$ cat src/rtl/cmplx_sqrt_dispatcher.sv
// Buffers Q1.15 complex samples and hands them one at a time to the complex square-root core.
// Define CSQ_DISPATCH_TIMEOUT_EN to add a watchdog that turns a stalled core into an error result.
module cmplx_sqrt_dispatcher #(
    parameter int unsigned DEPTH   = 8,
    parameter int unsigned ITER_N  = 16,
    parameter int unsigned TIMEOUT = 127
) (
    input  logic                     clk,
    input  logic                     rst,
    input  logic                     in_valid,
    output logic                     in_ready,
    input  logic [15:0]              in_re,
    input  logic [15:0]              in_im,
    output logic                     out_valid,
    input  logic                     out_ready,
    output logic [15:0]              out_re,
    output logic [15:0]              out_im,
    output logic                     out_err,
    output logic                     core_start,
    output logic [7:0]               core_N,
    output logic [15:0]              core_x,
    output logic [15:0]              core_y,
    input  logic [15:0]              core_real,
    input  logic [15:0]              core_img,
    input  logic                     core_valid,
    output logic                     busy,
    output logic [$clog2(DEPTH):0]   fifo_level
);
    localparam int unsigned AW = $clog2(DEPTH);
    localparam int unsigned CW = AW + 1;

    typedef struct packed {
        logic [15:0] re;
        logic [15:0] im;
    } sample_t;

    typedef enum logic [1:0] {IDLE = 2'd0, WAIT = 2'd1, HOLD = 2'd2} state_t;

    state_t        state;
    state_t        state_next;
    sample_t       mem [DEPTH];
    logic [AW-1:0] wr_ptr;
    logic [AW-1:0] rd_ptr;
    logic [CW-1:0] count;
    logic          push;
    logic          issue;
    logic          capture;
    logic          release_out;
`ifdef CSQ_DISPATCH_TIMEOUT_EN
    logic [7:0]    tmo_cnt;
    logic          tmo_hit;
    logic          err_q;
`endif

    // The watchdog counter is 8 bits wide; the FIFO pointers rely on natural wrap.
    if (TIMEOUT < 1 || TIMEOUT > 255) begin : g_bad_timeout
        $error("TIMEOUT must be in 1..255");
    end
    if (DEPTH < 2 || (DEPTH & (DEPTH - 1)) != 0) begin : g_bad_depth
        $error("DEPTH must be a power of 2 and at least 2");
    end

    assign in_ready   = !rst && (count != CW'(DEPTH));
    assign push       = in_valid && in_ready;
    assign fifo_level = count;
    assign busy       = (state != IDLE) || (count != '0);

    // Next-state and single-cycle control decode.
    always_comb begin
        state_next  = state;
        issue       = 1'b0;
        capture     = 1'b0;
        release_out = 1'b0;
`ifdef CSQ_DISPATCH_TIMEOUT_EN
        tmo_hit     = 1'b0;
`endif
        case (state)
            IDLE: begin
                if (count != '0) begin
                    issue      = 1'b1;
                    state_next = WAIT;
                end
            end
            WAIT: begin
                if (core_valid) begin
                    capture    = 1'b1;
                    state_next = HOLD;
                end
`ifdef CSQ_DISPATCH_TIMEOUT_EN
                else if (tmo_cnt == 8'(TIMEOUT - 1)) begin
                    tmo_hit    = 1'b1;
                    state_next = HOLD;
                end
`endif
            end
            HOLD: begin
                if (out_valid && out_ready) begin
                    release_out = 1'b1;
                    state_next  = IDLE;
                end
            end
            default: state_next = IDLE;
        endcase
    end

    always_ff @(posedge clk) begin
        if (rst) begin
            state  <= IDLE;
            wr_ptr <= '0;
            rd_ptr <= '0;
            count  <= '0;
        end else begin
            state <= state_next;
            if (push) wr_ptr <= wr_ptr + AW'(1);
            if (issue) rd_ptr <= rd_ptr + AW'(1);
            case ({push, issue})
                2'b10:   count <= count + CW'(1);
                2'b01:   count <= count - CW'(1);
                default: count <= count;
            endcase
        end
    end

    // Sample storage carries no reset; occupancy is tracked by count.
    always_ff @(posedge clk) begin
        if (push) mem[wr_ptr] <= {in_re, in_im};
    end

    always_ff @(posedge clk) begin
        if (rst) begin
            core_start <= 1'b0;
            core_N     <= '0;
            core_x     <= '0;
            core_y     <= '0;
            out_valid  <= 1'b0;
            out_re     <= '0;
            out_im     <= '0;
        end else begin
            core_start <= issue;
            core_N     <= 8'(ITER_N);
            if (issue) begin
                core_x <= mem[rd_ptr].re;
                core_y <= mem[rd_ptr].im;
            end
            if (capture) begin
                out_re    <= core_real;
                out_im    <= core_img;
                out_valid <= 1'b1;
            end
`ifdef CSQ_DISPATCH_TIMEOUT_EN
            else if (tmo_hit) begin
                out_re    <= '0;
                out_im    <= '0;
                out_valid <= 1'b1;
            end
`endif
            else if (release_out) begin
                out_valid <= 1'b0;
            end
        end
    end

`ifdef CSQ_DISPATCH_TIMEOUT_EN
    // Watchdog: cycles spent waiting on the current issue.
    always_ff @(posedge clk) begin
        if (rst) begin
            tmo_cnt <= '0;
            err_q   <= 1'b0;
        end else begin
            if (issue) tmo_cnt <= '0;
            else if (state == WAIT) tmo_cnt <= tmo_cnt + 8'd1;
            if (capture) err_q <= 1'b0;
            else if (tmo_hit) err_q <= 1'b1;
        end
    end
    assign out_err = err_q;
`else
    assign out_err = 1'b0;
`endif

endmodule

$ cat config.mk
export PLATFORM = sky130hd
export DESIGN_NAME = cmplx_sqrt_dispatcher
export DESIGN_NICKNAME = d
export VERILOG_FILES = /design/src/rtl/cmplx_sqrt_dispatcher.sv
export SDC_FILE = /design/constraint.sdc
export NUM_CORES = 1
export LEC_CHECK = 0
export ABC_AREA = 1
export BUFFER_PORTS_ARGS = -buffer_cell sky130_fd_sc_hd__buf_2
export CAP_MARGIN = 30
export CORE_ASPECT_RATIO = 0.5
export CORE_MARGIN = 2
export CORE_UTILIZATION = 30
export CTS_CLUSTER_SIZE = 40
export DETAILED_ROUTE_END_ITERATION = 12
export GPL_ROUTABILITY_DRIVEN = 0
export PLACE_DENSITY = 0.57
export SYNTH_ARGS = -nofsm -noshare
export SYNTH_HDL_FRONTEND = slang
export SYNTH_SLANG_ARGS = --single-unit
$ cat constraint.sdc
create_clock -name clk -period 3.4 [get_ports clk]
set_clock_uncertainty 0.15 [all_clocks]
set_input_delay 0.17 -clock clk [delete_from_list [all_inputs] [get_ports clk]]
set_output_delay 0.17 -clock clk [all_outputs]
set_load 0.1 [all_outputs]
==> metrics.csv, run 1 <==
stage,metric,value,unit
status,outcome,completed,
critical_path,endpoint_kind,flip-flop,
floorplanning,rows,54,
cells_and_area,final_area,0.0163,mm²
routing,wire_per_inst,14.8,µm
yosys,yosysWarnings,0,
floorplanning,fp.dieArea,0.0456,mm²
global_routing,grt_pass1_wl,45100,µm
routing,final_antenna_net_count,0,
yosys,avgSynthCellArea,11.4,µm²
critical_path,start_kind,flip-flop,
routing,dr.first_iter.drc_count,611,
cells_and_area,layout_commonest_cell,edfxtp_1,
power,power_density,825,mW/mm²
sta,period_needed,2.37,ns
cts,cts_buffer_depth,3,
placed_design,dp_slack,1.04,ns
yosys,yosysSeqAreaShare,70.6,%
sta,worst_slew_pin_slew,0.857,ns
floorplanning,num_io_pins,150,
critical_path,critical_path.max_fanout,33,
global_routing,grt_antenna_before_repair,1,
floorplanning,die_w,300,µm
cells_and_area,area_growth,24.3,%
routing,drt_wl_total,29000,µm
power,leakage,6.14,nW
sta,rsz0062_at_grt,no,
cells_and_area,fillers,4143,
yosys,synth.distinct_cells,29,
floorplanning,start_util,30.3,%
global_routing,grt_max_degree,194,
run,cap_viol_max_count,0,
yosys,netlist_instances,1150,
sta,fin_ws,1.03,ns
cts,clock-root-buffer,clkbuf_16,
sta,fmax,421,MHz
global_routing,track_usage,12.5,%
floorplanning,die_h,152,µm
placed_design,placedCellCount,1826,
cells_and_area,final_cell_mix,"256 x edfxtp_1, 141 x buf_2, 137 x nor2_1",
sta,slew_viol_final,0,
global_routing,grt_overflow,0,
cells_and_area,seq_area,0.00927,mm²
cts,cts_resized,0,
routing,num_vias,8595,
routing,routed_via_density,4.38,
global_routing,grt_pass1_vias,8038,
cts,h-tree-depth,2,
sta,slew_headroom,42.8,%
cts,cts_buffers,34,
critical_path,cp.arrival,2.63,ns
worst_hold_path,hold_depth,4,
routing,first_pass_iters,5,
cts,cts_tree,built,
cts,ctsHoldBuffers,73,
sta,hold_viol_final,0,
worst_hold_path,min_path_type,input port to flip-flop,
cts,cts.clk_slew.worst_paths,0.06,ns
critical_path,worstSetupPathType,flip-flop to flip-flop,
critical_path,crit_required,3.65,ns
cts,postCtsSetupRepairBufs,0,
routing,drc,0,
placed_design,placed_area,0.0145,mm²
yosys,syn_area,0.0131,mm²
placed_design,io_buffers,141,
sta,final.period_utilization,69.8,%
floorplanning,core-area,0.0434,mm²
sta,setup_violations,0,
placed_design,dp_hpwl,14900,µm
cells_and_area,post_layout_nonfiller_instances,1961,
critical_path,ff2ff_path_depth,14,
yosys,synth-seq-cells,335,
power,vdd.ir_drop.worst,0.388,mV
critical_path,rrSetupSlack,1.03,ns
cells_and_area,nNetsFinal,1421,
cells_and_area,drive_gt1_share,16.5,%
cts,cts_sinks,335,
cts,clock_latency,0.52,ns
cells_and_area,multi_input_area,0.00314,mm²
registers in the layout, summed over array words and instances (netlist names):
register and flops:
core_x 16, core_y 16, out_valid 1, mem 256
core_N 1, fifo_level 4, state 2, out_im 16
wr_ptr 3, out_re 16, rd_ptr 3, core_start 1
final timing paths:
| check | start | to |
|---|---|---|
| max | fifo_level[0] | fifo_level[2] |
| min | in_valid | wr_ptr[1] |
| max reg2reg | fifo_level[0] | fifo_level[2] |
| min reg2reg | out_re[7] | out_re[7] |
cell type report:
type / count / area share [%]
inverter: 115 / 2.65
clock buffer: 46 / 5.67
sequential: 335 / 56.8
tap: 588 / 4.51
clock inverter: 15 / 1.21
multi-input combinational: 627 / 19.3
timing repair buffer: 234 / 9.87
antenna: 1 / 0.0153
cell usage after synthesis:
library cell | instances | share of area (%)
edfxtp_1 | 256 | 59
nor2_1 | 137 | 3.9
o21ai_0 | 129 | 4.9
inv_1 | 112 | 3.2
nand2_1 | 112 | 3.2
dfxtp_1 | 79 | 12
a21oi_1 | 74 | 2.8
nand3_1 | 71 | 2.7
o211ai_1 | 64 | 3.7
buf_2 | 32 | 1.2
clkbuf_1 | 30 | 0.86
buf_4 | 15 | 0.86
nor3_1 | 9 | 0.34
o21ai_1 | 8 | 0.30
ha_1 | 5 | 0.48
buf_6 | 2 | 0.17
inv_2 | 2 | 0.057
xnor2_1 | 2 | 0.13
a31oi_1 | 1 | 0.048
and3_1 | 1 | 0.048
buf_1 | 1 | 0.029
clkinv_1 | 1 | 0.029
conb_1 | 1 | 0.029
nand2_4 | 1 | 0.086
nand3_2 | 1 | 0.076
nand3b_1 | 1 | 0.057
nand4_1 | 1 | 0.048
nor2_4 | 1 | 0.086
xor2_1 | 1 | 0.067
cell families (layout without fill, tap and decap cells):
family	count (synthesis)	count (layout)	synth area share, %
adder cells (fa/ha/maj)	5	5	0.476
buffers and inverters	195	410	6.42
XOR/XNOR	3	3	0.200
AND/OR/NAND/NOR	335	335	10.6
other	1	9	0.0285
flip-flops	335	335	70.6
AO/OA/AOI/OAI	276	276	11.7
worst max-delay path, cell delays in order (launching register included):
cell,delay [ns]
dfxtp_1,0.44
nor2_4,0.08
nand3_2,0.08
nand2_4,0.08
inv_2,0.07
buf_4,0.30
ha_1,0.28
nand2_1,0.07
inv_1,0.07
nor2_1,0.05
ha_1,0.17
a21oi_1,0.15
xnor2_1,0.09
o21ai_0,0.14
inv_1,0.05
per-layer routing:
layer | track usage [%] | part of all wire [%]
met1 | 16.1 | 45
met4 | 3.31 | 1.9
met3 | 2.23 | 4.2
met2 | 21.8 | 49
met5 | 0 | 0
through the flow:
stage | power [mW] | util [%] | setup TNS [ns] | hold slack (ns)
detailed placement | 9.74 | 33.4 | 0 | 0.285
global placement | 9.71 | 33.4 | 0 | 0.280
CTS | 13.7 | 37.6 | 0 | 0.0662
finish | 13.5 | 37.6 | 0 | 0.0980
floorplan | 8.90 | - | -46.21 | 0.119
global route | 14.2 | 37.6 | 0 | 0.116
power by group:
group          switching (mW)  internal [mW]
sequential              0.173           4.76
combinational            3.70           1.06
clock                    1.54           2.23
total                    5.42           8.05
Note: power is estimated with default switching activity, not from simulation.
==> run 2, diff against run 1 <==
PLACE_DENSITY = 0.56   (was 0.57)
clock period = 2.4 ns   (was 3.4 ns; I/O delays follow)
==> run 2 against run 1 <==
Power grew 40%. Critical path depth shrank 2. Global-route usage grew 0.38 points. Via count grew 1.7%. Worst hold slack lost 0.071 ns. Critical path type unchanged. Largest cell class unchanged. Cell count is essentially flat. Fmax grew 14%. First-iteration DRC count grew 9.3%. Clock-buffer cell count shrank 2.
==> metrics.csv, run 2 (synthesis gave the netlist of run 1 again) <==
stage,metric,value,unit
status,outcome,completed,
placed_design,placed_area,0.0147,mm²
power,vdd.ir_drop.worst,0.542,mV
cells_and_area,drive_gt1_share,17.3,%
critical_path,rrSetupSlack,0.32,ns
critical_path,start_kind,flip-flop,
global_routing,use_met1,16.8,%
worst_hold_path,min_path_type,input port to flip-flop,
cells_and_area,largest_register,mem,
critical_path,ff2ff_path_depth,12,
cts,cts_buffers,34,
run,cap_viol_max_count,0,
sta,rsz0062_at_grt,no,
routing,first_pass_iters,5,
critical_path,worstSetupPathType,flip-flop to flip-flop,
floorplanning,core-area,0.0434,mm²
sta,fin_ws,0.323,ns
floorplanning,rows,54,
cts,cts_tree,built,
power,power_density,1150,mW/mm²
cts,h-tree-depth,2,
routing,final_antenna_net_count,0,
floorplanning,fp.dieArea,0.0456,mm²
cells_and_area,final_area,0.0164,mm²
sta,fmax,481,MHz
global_routing,grt_pass1_vias,8457,
global_routing,grt_overflow,0,
placed_design,dp_hpwl,16500,µm
global_routing,grt_max_degree,74,
routing,wire_per_inst,15.2,µm
cells_and_area,final_cell_mix,"256 x edfxtp_1, 141 x buf_2, 137 x nor2_1",
critical_path,timing.rr.end,fifo_level[2],
worst_hold_path,hold_depth,4,
floorplanning,die_w,300,µm
cts,cts_resized,0,
critical_path,r2r_start,fifo_level[1],
routing,drt_wl_total,29800,µm
cts,postCtsSetupRepairBufs,0,
sta,slew_viol_final,0,
placed_design,placedCellCount,1834,
routing,drc,0,
global_routing,grtUsageMet2,22.6,%
sta,final.period_utilization,86.5,%
global_routing,grt_pass1_wl,47000,µm
worst_hold_path,min_from,in_valid,
placed_design,dp_slack,0.322,ns
cts,cts_buffer_depth,3,
sta,setup_violations,0,
placed_design,io_buffers,141,
sta,slew_headroom,51.4,%
critical_path,crit_required,2.67,ns
cts,clock_latency,0.52,ns
routing,dr.first_iter.drc_count,668,
global_routing,grtUsageMet3,2.15,%
cells_and_area,largest_register_ffs,256,
global_routing,track_usage,12.9,%
cells_and_area,insertedDiodeCount,0,
cells_and_area,post_layout_nonfiller_instances,1962,
cts,cts.clk_slew.worst_paths,0.07,ns
cells_and_area,nNetsFinal,1424,
critical_path,cp.arrival,2.34,ns
floorplanning,num_io_pins,150,
critical_path,critical_path.max_fanout,8,
sta,hold_viol_final,0,
global_routing,gr-max-usage-layer,met2,
cts,ctsHoldBuffers,68,
cells_and_area,area_growth,24.8,%
floorplanning,die_h,152,µm
sta,worst_slew_pin_slew,0.729,ns
critical_path,startpoint,fifo_level[1],
routing,num_vias,8741,
routing,routed_via_density,4.46,
sta,hold_slack,0.0274,ns
worst_hold_path,min_to,wr_ptr[1],
floorplanning,start_util,30.3,%
cts,clock-root-buffer,clkbuf_16,
cells_and_area,final_core_util,37.8,%
cells_and_area,layout_commonest_cell,edfxtp_1,
power,leakage,6.15,nW
cts,cts_sinks,335,
global_routing,grt_antenna_before_repair,0,
critical_path,endpoint_kind,flip-flop,
sta,period_needed,2.08,ns
==> run 2: how the worst max path moves through the flow <==
stage / endpoint / slack (ns) / cells after the start
2_1_floorplan: mem[1][0] / -0.04 / 5
3_3_place_gp: fifo_level[2] / 0.41 / 12
3_5_place_dp: fifo_level[2] / 0.32 / 12
4_1_cts: fifo_level[2] / 0.30 / 12
5_1_grt: fifo_level[2] / 0.13 / 12
6_report: fifo_level[2] / 0.32 / 12
==> run 2: per-stage QoR <==
stage	TNS, ns	power, mW
5_1_grt	0	19.9
4_1_cts	0	19.1
2_1_floorplan	-2.35	12.7
6_report	0	18.9
3_5_place_dp	0	14.0
3_3_place_gp	0	13.9
==> run 2: routing by layer <==
metal,vias up,share of wire [%]
li1,4390,-
met1,4197,45
met2,121,50
met3,33,3.3
met4,0,1.3
met5,-,0
==> run 2: cell type report <==
class / count / area [µm²]
clock buffers: 44 / 888
clock inverters: 16 / 139
fillers: 4177 / 27000
inverters: 115 / 435
multi-input cells: 627 / 3160
flip-flops and latches: 335 / 9290
well taps: 588 / 736
repair buffers: 237 / 1750
==> run 2: critical path, stage by stage, from the launching register on <==
cell     delay, ns
dfxtp_4       0.37
nor2_4        0.15
nand3_2       0.10
nand2_4       0.12
inv_2         0.06
ha_1          0.22
nor2_1        0.12
nor2_1        0.08
ha_1          0.17
a21oi_1       0.15
xnor2_1       0.08
o21ai_0       0.14
inv_1         0.07
==> run 2: power breakdown <==
part / total [mW] / switching [mW] / internal (mW)
registers: 7.03 / 0.284 / 6.75
logic: 6.85 / 5.28 / 1.57
clock network: 4.99 / 2.23 / 2.76
total: 18.9 / 7.79 / 11.1
